[config.mk]
export PLATFORM = sky130hd
export DESIGN_NAME = instr_encoder_loader
export DESIGN_NICKNAME = d
export VERILOG_FILES = /design/src/rtl/instr_enc_pkg.sv /design/src/rtl/instr_fmt_enc.sv /design/src/rtl/instr_encoder_loader.sv
export SDC_FILE = /design/constraint.sdc
export NUM_CORES = 1
export LEC_CHECK = 0
export BUFFER_PORTS_ARGS = -buffer_cell sky130_fd_sc_hd__buf_2
export CORE_MARGIN = 8
export CORE_UTILIZATION = 49
export DETAILED_ROUTE_END_ITERATION = 7
export GPL_TIMING_DRIVEN = 0
export PLACE_DENSITY = 0.85
export SLEW_MARGIN = 10
export SYNTH_ARGS = -nofsm -noshare
export SYNTH_HDL_FRONTEND = slang
export SYNTH_SLANG_ARGS = --single-unit
[constraint.sdc]
create_clock -name clk_i -period 2.75 [get_ports clk_i]
set_input_delay 0.55 -clock clk_i [delete_from_list [all_inputs] [get_ports clk_i]]
set_output_delay 0.55 -clock clk_i [all_outputs]
set_load 0.03 [all_outputs]
[src/rtl/instr_enc_pkg.sv]
// ---------------------------------------------------------------------------
// instr_enc_pkg
// Shared definitions for the RV32I instruction encoder/loader:
//   - major opcode constants
//   - canonical NOP word (addi x0,x0,0)
//   - instruction format enum, loader FSM state enum
//   - field bundle struct carried through the loader pipeline
//   - opcode_fmt(): maps a major opcode to its encoding format
// ---------------------------------------------------------------------------
package instr_enc_pkg;

    localparam logic [6:0] OP_R      = 7'b0110011;
    localparam logic [6:0] OP_I      = 7'b0010011;
    localparam logic [6:0] OP_LOAD   = 7'b0000011;
    localparam logic [6:0] OP_STORE  = 7'b0100011;
    localparam logic [6:0] OP_BRANCH = 7'b1100011;
    localparam logic [6:0] OP_JAL    = 7'b1101111;
    localparam logic [6:0] OP_JALR   = 7'b1100111;
    localparam logic [6:0] OP_LUI    = 7'b0110111;
    localparam logic [6:0] OP_AUIPC  = 7'b0010111;
    localparam logic [6:0] OP_SYS    = 7'b1110011;

    localparam logic [31:0] NOP_WORD = 32'h0000_0013;

    typedef enum logic [2:0] {
        FMT_R,
        FMT_I,
        FMT_S,
        FMT_B,
        FMT_U,
        FMT_J,
        FMT_BAD
    } fmt_t;

    typedef enum logic [1:0] {
        ST_IDLE,
        ST_RUN,
        ST_FULL
    } state_t;

    typedef struct packed {
        logic [6:0]  opcode;
        logic [2:0]  funct3;
        logic        f30;
        logic [4:0]  rd;
        logic [4:0]  rs1;
        logic [4:0]  rs2;
        logic [31:0] imm;
    } instr_fields_t;

    function automatic fmt_t opcode_fmt(input logic [6:0] op);
        case (op)
            OP_R:                         return FMT_R;
            OP_I, OP_LOAD, OP_JALR,
            OP_SYS:                       return FMT_I;
            OP_STORE:                     return FMT_S;
            OP_BRANCH:                    return FMT_B;
            OP_LUI, OP_AUIPC:             return FMT_U;
            OP_JAL:                       return FMT_J;
            default:                      return FMT_BAD;
        endcase
    endfunction

endpackage

[src/rtl/instr_fmt_enc.sv]
// ---------------------------------------------------------------------------
// instr_fmt_enc
// Purely combinational RV32I field bundle -> 32-bit instruction word.
// Unknown opcodes encode as NOP_WORD.
//
// Build option ENC_ILLEGAL_CHK_EN:
//   defined   - illegal_o flags unknown opcodes, misaligned B/J offsets and
//               out-of-range immediates; flagged words are replaced by NOP.
//   undefined - illegal_o tied 0, oversize immediates are truncated.
//
// Ports:
//   fields_i   in  instr_fields_t  opcode/funct3/f30/rd/rs1/rs2/imm
//   word_o     out 32              encoded instruction
//   illegal_o  out 1               encode error (always 0 without the option)
// ---------------------------------------------------------------------------
module instr_fmt_enc
    import instr_enc_pkg::*;
(
    input  instr_fields_t fields_i,
    output logic [31:0]   word_o,
    output logic          illegal_o
);

    logic [6:0]  op;
    logic [2:0]  f3;
    logic [31:0] imm;
    fmt_t        fmt;
    logic [11:0] i_imm;
    logic [31:0] raw_word;

    assign op  = fields_i.opcode;
    assign f3  = fields_i.funct3;
    assign imm = fields_i.imm;
    assign fmt = opcode_fmt(op);

    // NOTE: every signal driven here gets a default before the case, so no
    // path leaves it unassigned and no latch is inferred.
    always_comb begin
        i_imm    = imm[11:0];
        raw_word = NOP_WORD;
        case (fmt)
            FMT_R: raw_word = {1'b0, fields_i.f30, 5'b00000, fields_i.rs2,
                               fields_i.rs1, f3, fields_i.rd, op};
            FMT_I: begin
                // Immediate shifts carry the SRA/SRL selector in imm[10].
                if (op == OP_I && (f3 == 3'b001 || f3 == 3'b101)) begin
                    i_imm = {1'b0, fields_i.f30, 5'b00000, imm[4:0]};
                end
                raw_word = {i_imm, fields_i.rs1, f3, fields_i.rd, op};
            end
            FMT_S: raw_word = {imm[11:5], fields_i.rs2, fields_i.rs1, f3,
                               imm[4:0], op};
            FMT_B: raw_word = {imm[12], imm[10:5], fields_i.rs2, fields_i.rs1,
                               f3, imm[4:1], imm[11], op};
            FMT_U: raw_word = {imm[31:12], fields_i.rd, op};
            FMT_J: raw_word = {imm[20], imm[10:1], imm[11], imm[19:12],
                               fields_i.rd, op};
            default: raw_word = NOP_WORD;
        endcase
    end

`ifdef ENC_ILLEGAL_CHK_EN
    logic illegal;

    // Range checks: all bits above the field's sign bit must replicate it.
    always_comb begin
        illegal = 1'b0;
        case (fmt)
            FMT_I, FMT_S: illegal = (imm[31:11] != {21{imm[11]}});
            FMT_B:        illegal = (imm[31:12] != {20{imm[12]}}) | imm[0];
            FMT_J:        illegal = (imm[31:20] != {12{imm[20]}}) | imm[0];
            FMT_BAD:      illegal = 1'b1;
            default:      illegal = 1'b0;
        endcase
    end

    assign word_o    = illegal ? NOP_WORD : raw_word;
    assign illegal_o = illegal;
`else
    assign word_o    = raw_word;
    assign illegal_o = 1'b0;
`endif

endmodule

[src/rtl/instr_encoder_loader.sv]
// ---------------------------------------------------------------------------
// instr_encoder_loader
// Accepts RV32I field bundles over a valid/ready stream, encodes them and
// writes the words sequentially into instruction memory starting at
// BASE_ADDR. Two-stage pipeline: S1 holds accepted fields, S2 drives MEM_*.
// START flushes both stages and begins a new session; a session stops
// accepting once DEPTH words are written or in flight.
//
// Build option ENC_ILLEGAL_CHK_EN enables the sticky encode error (err_o);
// without it err_o stays 0.
//
// Ports:
//   clk_i          in  1       clock, rising edge
//   rst_i          in  1       synchronous active-high reset
//   start_i        in  1       begin/restart a load session
//   in_valid_i     in  1       field bundle valid
//   in_ready_o     out 1       bundle accepted when valid & ready
//   in_opcode_i    in  7       major opcode
//   in_funct3_i    in  3       funct3
//   in_f30_i       in  1       instruction bit 30
//   in_rd_i        in  5       destination register
//   in_rs1_i       in  5       source register 1
//   in_rs2_i       in  5       source register 2
//   in_imm_i       in  32      sign-extended immediate
//   mem_we_o       out 1       write strobe, held until mem_ready_i
//   mem_addr_o     out ADDR_W  byte address of the write
//   mem_wdata_o    out 32      encoded instruction
//   mem_ready_i    in  1       memory accepts the write this cycle
//   word_cnt_o     out 11      words written this session
//   full_o         out 1       DEPTH words written
//   err_o          out 1       sticky encode error
// ---------------------------------------------------------------------------
module instr_encoder_loader
    import instr_enc_pkg::*;
#(
    parameter int                 ADDR_W    = 16,
    parameter logic [ADDR_W-1:0]  BASE_ADDR = '0,
    parameter int                 DEPTH     = 1024
) (
    input  logic              clk_i,
    input  logic              rst_i,
    input  logic              start_i,
    input  logic              in_valid_i,
    output logic              in_ready_o,
    input  logic [6:0]        in_opcode_i,
    input  logic [2:0]        in_funct3_i,
    input  logic              in_f30_i,
    input  logic [4:0]        in_rd_i,
    input  logic [4:0]        in_rs1_i,
    input  logic [4:0]        in_rs2_i,
    input  logic [31:0]       in_imm_i,
    output logic              mem_we_o,
    output logic [ADDR_W-1:0] mem_addr_o,
    output logic [31:0]       mem_wdata_o,
    input  logic              mem_ready_i,
    output logic [10:0]       word_cnt_o,
    output logic              full_o,
    output logic              err_o
);

    localparam logic [10:0] DEPTH_C = 11'(DEPTH);

    state_t              state_q, state_d;
    logic                s1_valid_q, s1_valid_d;
    instr_fields_t       s1_fields_q, s1_fields_d;
    logic                mem_we_q, mem_we_d;
    logic [ADDR_W-1:0]   mem_addr_q, mem_addr_d;
    logic [31:0]         mem_wdata_q, mem_wdata_d;
    logic [10:0]         word_cnt_q, word_cnt_d;
    logic                full_q, full_d;
    logic                err_q, err_d;

    instr_fields_t       in_fields;
    logic [31:0]         enc_word;
    logic                enc_illegal;
    logic                s2_hold;
    logic                commit;
    logic                s1_adv;
    logic [1:0]          in_flight;
    logic [11:0]         pending;
    logic                accept;

    assign in_fields = '{opcode: in_opcode_i, funct3: in_funct3_i,
                         f30: in_f30_i, rd: in_rd_i, rs1: in_rs1_i,
                         rs2: in_rs2_i, imm: in_imm_i};

    instr_fmt_enc u_fmt_enc (
        .fields_i  (s1_fields_q),
        .word_o    (enc_word),
        .illegal_o (enc_illegal)
    );

    assign s2_hold   = mem_we_q & ~mem_ready_i;
    assign commit    = mem_we_q & mem_ready_i;
    assign s1_adv    = s1_valid_q & ~s2_hold;
    assign in_flight = {1'b0, s1_valid_q} + {1'b0, mem_we_q};
    // Words already written plus those still in the pipe bound acceptance,
    // so the session can never overshoot DEPTH.
    assign pending   = {1'b0, word_cnt_q} + {10'd0, in_flight};

    // A bundle offered in the same cycle as START would be flushed, so it is
    // refused rather than silently dropped after the handshake.
    assign in_ready_o = (state_q == ST_RUN) & ~start_i & ~(s1_valid_q & s2_hold)
                      & (pending < {1'b0, DEPTH_C});
    assign accept     = in_valid_i & in_ready_o;

    always_comb begin
        state_d     = state_q;
        s1_valid_d  = s1_valid_q;
        s1_fields_d = s1_fields_q;
        mem_we_d    = mem_we_q;
        mem_addr_d  = mem_addr_q;
        mem_wdata_d = mem_wdata_q;
        word_cnt_d  = word_cnt_q;
        full_d      = full_q;
        err_d       = err_q;

        if (start_i) begin
            state_d    = ST_RUN;
            s1_valid_d = 1'b0;
            mem_we_d   = 1'b0;
            mem_addr_d = BASE_ADDR;
            word_cnt_d = '0;
            full_d     = 1'b0;
            err_d      = 1'b0;
        end else begin
            case (state_q)
                ST_IDLE: state_d = ST_IDLE;
                ST_RUN:  if (commit && (word_cnt_q + 11'd1) == DEPTH_C) begin
                             state_d = ST_FULL;
                         end
                ST_FULL: state_d = ST_FULL;
                default: state_d = ST_IDLE;
            endcase

            if (commit) begin
                mem_we_d   = 1'b0;
                mem_addr_d = mem_addr_q + ADDR_W'(4);
                word_cnt_d = word_cnt_q + 11'd1;
                if ((word_cnt_q + 11'd1) == DEPTH_C) begin
                    full_d = 1'b1;
                end
            end

            // S2 refill overrides the commit-clear so a steady stream keeps
            // mem_we high every cycle.
            if (s1_adv) begin
                mem_we_d    = 1'b1;
                mem_wdata_d = enc_word;
                s1_valid_d  = 1'b0;
                if (enc_illegal) begin
                    err_d = 1'b1;
                end
            end

            if (accept) begin
                s1_valid_d  = 1'b1;
                s1_fields_d = in_fields;
            end
        end
    end

    // NOTE: state registers use non-blocking assignments so every flop
    // samples the pre-edge value of its neighbours.
    always_ff @(posedge clk_i) begin
        if (rst_i) begin
            state_q     <= ST_IDLE;
            s1_valid_q  <= 1'b0;
            s1_fields_q <= '0;
            mem_we_q    <= 1'b0;
            mem_addr_q  <= BASE_ADDR;
            mem_wdata_q <= '0;
            word_cnt_q  <= '0;
            full_q      <= 1'b0;
            err_q       <= 1'b0;
        end else begin
            state_q     <= state_d;
            s1_valid_q  <= s1_valid_d;
            s1_fields_q <= s1_fields_d;
            mem_we_q    <= mem_we_d;
            mem_addr_q  <= mem_addr_d;
            mem_wdata_q <= mem_wdata_d;
            word_cnt_q  <= word_cnt_d;
            full_q      <= full_d;
            err_q       <= err_d;
        end
    end

    assign mem_we_o    = mem_we_q;
    assign mem_addr_o  = mem_addr_q;
    assign mem_wdata_o = mem_wdata_q;
    assign word_cnt_o  = word_cnt_q;
    assign full_o      = full_q;
    assign err_o       = err_q;

endmodule

### After elaboration in Yosys (flattened, before gate mapping)

Cells that the tools add are included.

* output and inout port bits: 63
* word-level logic and storage cells: 76
* input bits: 63
* bits in registers: 122

* add/sub/neg operators: 4
* mux-type cells: 10
* $lt $le $gt $ge: 1
* bitwise logic cells: 12
* reduce and logical (&&, ||, !) cells: 12
* eq/ne operators: 22

Operators with widths (count)
* 32-bit one-hot mux with 6 select lines: 1
* 7-bit == test (second input constant): 4
* 7-bit by 6-bit == test with 1-bit output (second input constant): 3
* 3-bit one-hot mux with 6 select lines: 1
* 16-bit by 3-bit adder with 16-bit output (second input constant): 1
* 7-bit by 5-bit == test with 1-bit output (second input constant): 2
* 11-bit by 2-bit adder with 12-bit output: 1
* 12-bit by 11-bit < comparator with 1-bit output (second input constant): 1
* 12-bit two-way mux: 1
* 11-bit by 1-bit adder with 11-bit output (second input constant): 1
* 11-bit == test (second input constant): 1
* 3-bit == test (second input constant): 3
* 1-bit bitwise AND: 8
* 7-bit by 2-bit == test with 1-bit output (second input constant): 1
* 3-bit by 1-bit == test with 1-bit output (second input constant): 2
* 3-bit by 2-bit == test with 1-bit output (second input constant): 2
* 2-bit AND reduction: 3
* 1-bit two-way mux: 5
* 1-bit inverter: 4
* 2-bit one-hot mux with 2 select lines: 1
* 2-bit nonzero test: 2
* 2-bit OR reduction: 2
* 4-bit OR reduction: 1
* 3-bit logical NOT: 1
* other kinds (8): 9

### Depth between registers and ports, before layout

* depth after elaboration: 8
* gate-level depth with buffers: 12
* depth with buffers taken out: 10

### Modules after synthesis

A second synthesis with hierarchy kept.

* cells, all modules: 665
* area, all modules: 5695.5 um2

Modules (own cells, without submodules)
* instr_encoder_loader: seq. area each 2422.3 um2, cells each 516, times used 1, area each 4703.3 um2
* instr_fmt_enc: seq. area each 0.0 um2, cells each 149, times used 1, area each 992.2 um2

### Least setup slack after synthesis

Ideal clock, no wire load.

* path type: reg-to-reg
* from: register s1_fields_q[54] (netlist name)
* to: register mem_wdata_q[31] (netlist: mem_wdata_o[31])
* clock period less this slack: 2.597 ns
* data required time: 2.618 ns
* buffers on the path: 1
* arrival: 2.465 ns
* slack: 0.153 ns
* library setup time: 0.132 ns
* stages on the path, launching flop included: 12
* cell sequence: dfxtp_1 -> or3b_1 -> a21oi_2 -> inv_2 -> ha_1 -> and3b_1 -> a31oi_1 -> and2_1 -> buf_4 -> nor2_1 -> a222oi_1 -> a22oi_1

* cells in the longest elaborated chain, start to end: 5
* elaborated cells on any way between the ends: 22
* those cells by class: eq/ne: 15; mux: 3; reduce/logical: 4

RTL lines
* start: declaration: RTL line instr_encoder_loader.sv:65 `instr_fields_t s1_fields_q, s1_fields_d;`
* start signal: assignment: RTL line instr_encoder_loader.sv:179 `s1_fields_q <= s1_fields_d;`
* 7-bit by 2-bit == test with 1-bit output, or another cell as far along: RTL line instr_enc_pkg.sv:52 `case (op)`
* 4-bit OR reduction / 2-bit OR reduction (equally long branches): RTL line instr_enc_pkg.sv:52
* 3-bit one-hot mux with 6 select lines: RTL line instr_enc_pkg.sv:52
* 3-bit == test, or another cell as far along: RTL line instr_fmt_enc.sv:41 `case (fmt)`
* 32-bit one-hot mux with 6 select lines (*): RTL line instr_fmt_enc.sv:41
* end signal: assignment: RTL line instr_encoder_loader.sv:182 `mem_wdata_q <= mem_wdata_d;`
* end: declaration: RTL line instr_encoder_loader.sv:68 `logic [31:0] mem_wdata_q, mem_wdata_d;`

Every way passes the cells marked *; elsewhere a longest branch is shown, timed or not.
A chain may end at the register's enable or synchronous reset.

### Worst setup path after layout

* from: register s1_fields_q[54] (netlist name)
* to: register mem_wdata_q[30] (netlist: mem_wdata_o[30])

The elaborated chain is that of the path after synthesis.

==> results_dict.tcl <==
set metrics [dict create \
    status "complete, no violations" \
    wl_per_cell_um 16.78 \
    slew_headroom_pct 51.94 \
    core_um2 10840 \
    grt_pass1_vias 5049 \
    stdcell_count 967 \
    max-vdd-ir-drop_uv 380.9 \
    root_buffer "clkbuf_8" \
    place.gp.congestion 0.9067 \
    grt_max_degree 17 \
    antennaDiodeCount 0 \
    die_h_um 121.4 \
    synth_ff_type "dfxtp_1" \
    netlist_instances 672 \
    min_path_type "input pin to flop" \
    rows 38 \
    drcViolationCount 0 \
    mostFrequentLayoutCell "nand2_1" \
    synth_area_um2 5441 \
    grt_pass1_wl_um 25590 \
    yosysTopAreaCell "dfxtp_1" \
    tritoncts "yes" \
    hold_start "in_imm_i[9]" \
    io_buffers 121 \
    clockBufferDepth 2 \
    startpoint_type "flop" \
    power.density_nw_per_um2 610.8 \
    track_usage_pct 21.76 \
    drive_above_1_share_pct 24.43 \
    layout_min_cycle_time_ns 2.657 \
    crit_slowest_cell "or3b_1" \
    cp-startpoint "s1_fields_q[54]" \
    maxCapViolCount 0 \
    tightest_slew_ns 0.7183 \
    slew_violations 0 \
    cts_buffers 17 \
    final_cell_mix "171 x nand2_1, 131 x buf_2, 120 x dfxtp_1, 76 x a21oi_1, 46 x nor2_1" \
    dpl.cell_count 935 \
    ios 126 \
    grt_remaining_overflow 0 \
    r2r_start "s1_fields_q[54]" \
    clock.fmax_ghz 0.3764 \
    finalClockSkew_ns 0.01001 \
    setup_viol 0 \
    cp_num_buf_inv 1 \
    hpwl_um 11610 \
    nNetsFinal 883 \
    end_kind "flop" \
    start_util_pct 50.20 \
    wirelength_um 16230 \
    fin_crit_sh_pct 96.60 \
    ys_seq_area_share_pct 44.15 \
    synth_top_cell_area_share_pct 44.15 \
    layout_setup_ws_ns 0.09346 \
    avgSynthCellArea_um2 8.097 \
    clock-sinks 120 \
    ys_types 71 \
    critPathKind "flop to flop" \
    syn_to_final_growth_pct 26.47 \
    hold_viol_final 0 \
    crit_chain "or3b_1 -> a21oi_2 -> inv_4 -> ha_4 -> and3b_1 -> a31oi_4 -> nand2_2 -> nor2_1 -> o32a_1 -> o22ai_2" \
    critical_path_required_ns 3.13 \
    power_leakage_uw 0.002751 \
    vias 5449 \
    holdBufCountCts 0 \
    antenna_found_initial 0 \
    drt_iter0_markers 466 \
    clk_latency_ns 0.52 \
    synth_area_leaders "dfxtp_1 44%, nand2_1 12%, a21oi_1 7.0%" \
    synth_edf_count 0 \
    clk_pin_slew_ns 0.06 \
    critical_path.top_delay_family "simple AND/OR/NAND/NOR gates" \
    cpPeakStageDelay_ns 0.39 \
    preCtsSetupSlack_ns -0.2100 \
    antenna_left 0 \
    finalCoreUtilization_pct 63.48 \
    crit_path_max_fanout 10 \
    fill_cells 961 \
    arrival_ns 3.03 \
    first_pass_iters 6 \
    synth-seq-cells 120 \
    ctsHtreeMaxLevel 4 \
    dieArea_um2 14730 \
    synth_warnings 0 \
    avgViaCountPerCell 5.635 \
    synthArstFlopShare_pct 0 \
    die_w_um 121.4 \
]
==> final timing paths <==
path                                        end  slack, ns  cells past startpoint
worst max-delay path            mem_wdata_o[30]       0.09                     10
worst min register to register           full_o       0.44                      2
worst max register to register  mem_wdata_o[30]       0.09                     10
worst min-delay path             s1_fields_q[9]       0.26                      3
==> flip-flops by register name (all words and copies together) (netlist names) <==
register	cells
s1_valid_q	1
mem_wdata_o	32
s1_fields_q	58
word_cnt_o	11
state_q	2
mem_addr_o	14
full_o	1
mem_we_o	1
==> repair_timing <==
action / CTS / global route
setup endpoints to repair: 29 / 28
setup buffers: 0 / 0
endpoints found under the hold margin: 0 / 0
pin swaps: 0 / 2
resized for setup: 3 / 9
==> logic make-up (layout without fill, tap and decap cells) <==
kind of cell / after synthesis / in the layout / share of synthesized area [%]
AO/OA/AOI/OAI: 155 / 155 / 19.32
XOR/XNOR: 19 / 19 / 3.058
buffers and inverters: 58 / 211 / 4.944
other: 1 / 3 / 0.06892
adder cells (fa/ha/maj): 6 / 6 / 1.380
multiplexers: 11 / 11 / 2.047
AND/OR/NAND/NOR: 302 / 302 / 25.04
flip-flops: 120 / 120 / 44.15
==> power by group <==
group	total, uW	leakage [uW]	switching (uW)	internal [uW]
sequential	1780	0.000969	15.2	1760
combinational	179	0.00149	112	67.4
clock	2250	0.000290	788	1460
total	4200	0.00275	915	3290
==> final cells by class <==
| class | count | area (um^2) | area share, % |
|---|---|---|---|
| Multi-Input combinational cell | 496 | 2825 | 41.05 |
| Sequential cell | 120 | 2402 | 34.91 |
| Timing Repair Buffer | 121 | 605.6 | 8.800 |
| Clock buffer | 18 | 417.9 | 6.073 |
| Buffer | 46 | 226.5 | 3.291 |
| Clock inverter | 14 | 181.4 | 2.636 |
| Tap cell | 140 | 175.2 | 2.545 |
| Inverter | 12 | 47.55 | 0.6909 |
==> metal layers <==
metal	vias to the layer above	part of all wire (%)	GRT usage, %	wire, um
li1	2615	-	-	-
met1	2545	42	26.61	6851
met2	245	47	34.73	7700
met3	44	7.8	6.747	1258
met4	0	2.6	9.021	418
met5	-	0	0	0
==> metrics by stage <==
step                instance area, um^2  hold WS (ns)  setup TNS (ns)  power (uW)
global route                       6882        0.2556       -0.007251        4329
global placement                   6230        0.4307          -2.227        1984
floorplan                          5449        0.4317               0        1903
finish                             6882        0.2646               0        4203
detailed placement                 6230        0.4329          -2.218        1986
CTS                                6840        0.2498               0        4213
==> tightest hold or removal path: cells and delay by family <==
family	cells	cell delay (ns)
and+or+nand+nor	1	0.05
AOI/OAI and AO/OA	1	0.05
buffers and inverters	1	0.09
==> Yosys cell counts, types with 4 or more instances <==
cell,count
and3_1,5
xnor2_1,6
nor3_1,14
nand2_1,172
a221o_1,6
inv_1,10
nand4_1,8
a222oi_1,5
nor2_1,47
a21oi_1,76
o21ai_1,13
nand3_1,11
clkbuf_1,25
a22oi_1,5
o31a_1,5
o21ai_0,8
nand2b_1,4
and2_1,9
ha_1,6
a221oi_1,4
dfxtp_1,120
buf_2,11
or3_1,5
xor2_1,13
buf_4,8
mux2i_1,10
(Power assumes the default switching activity.)
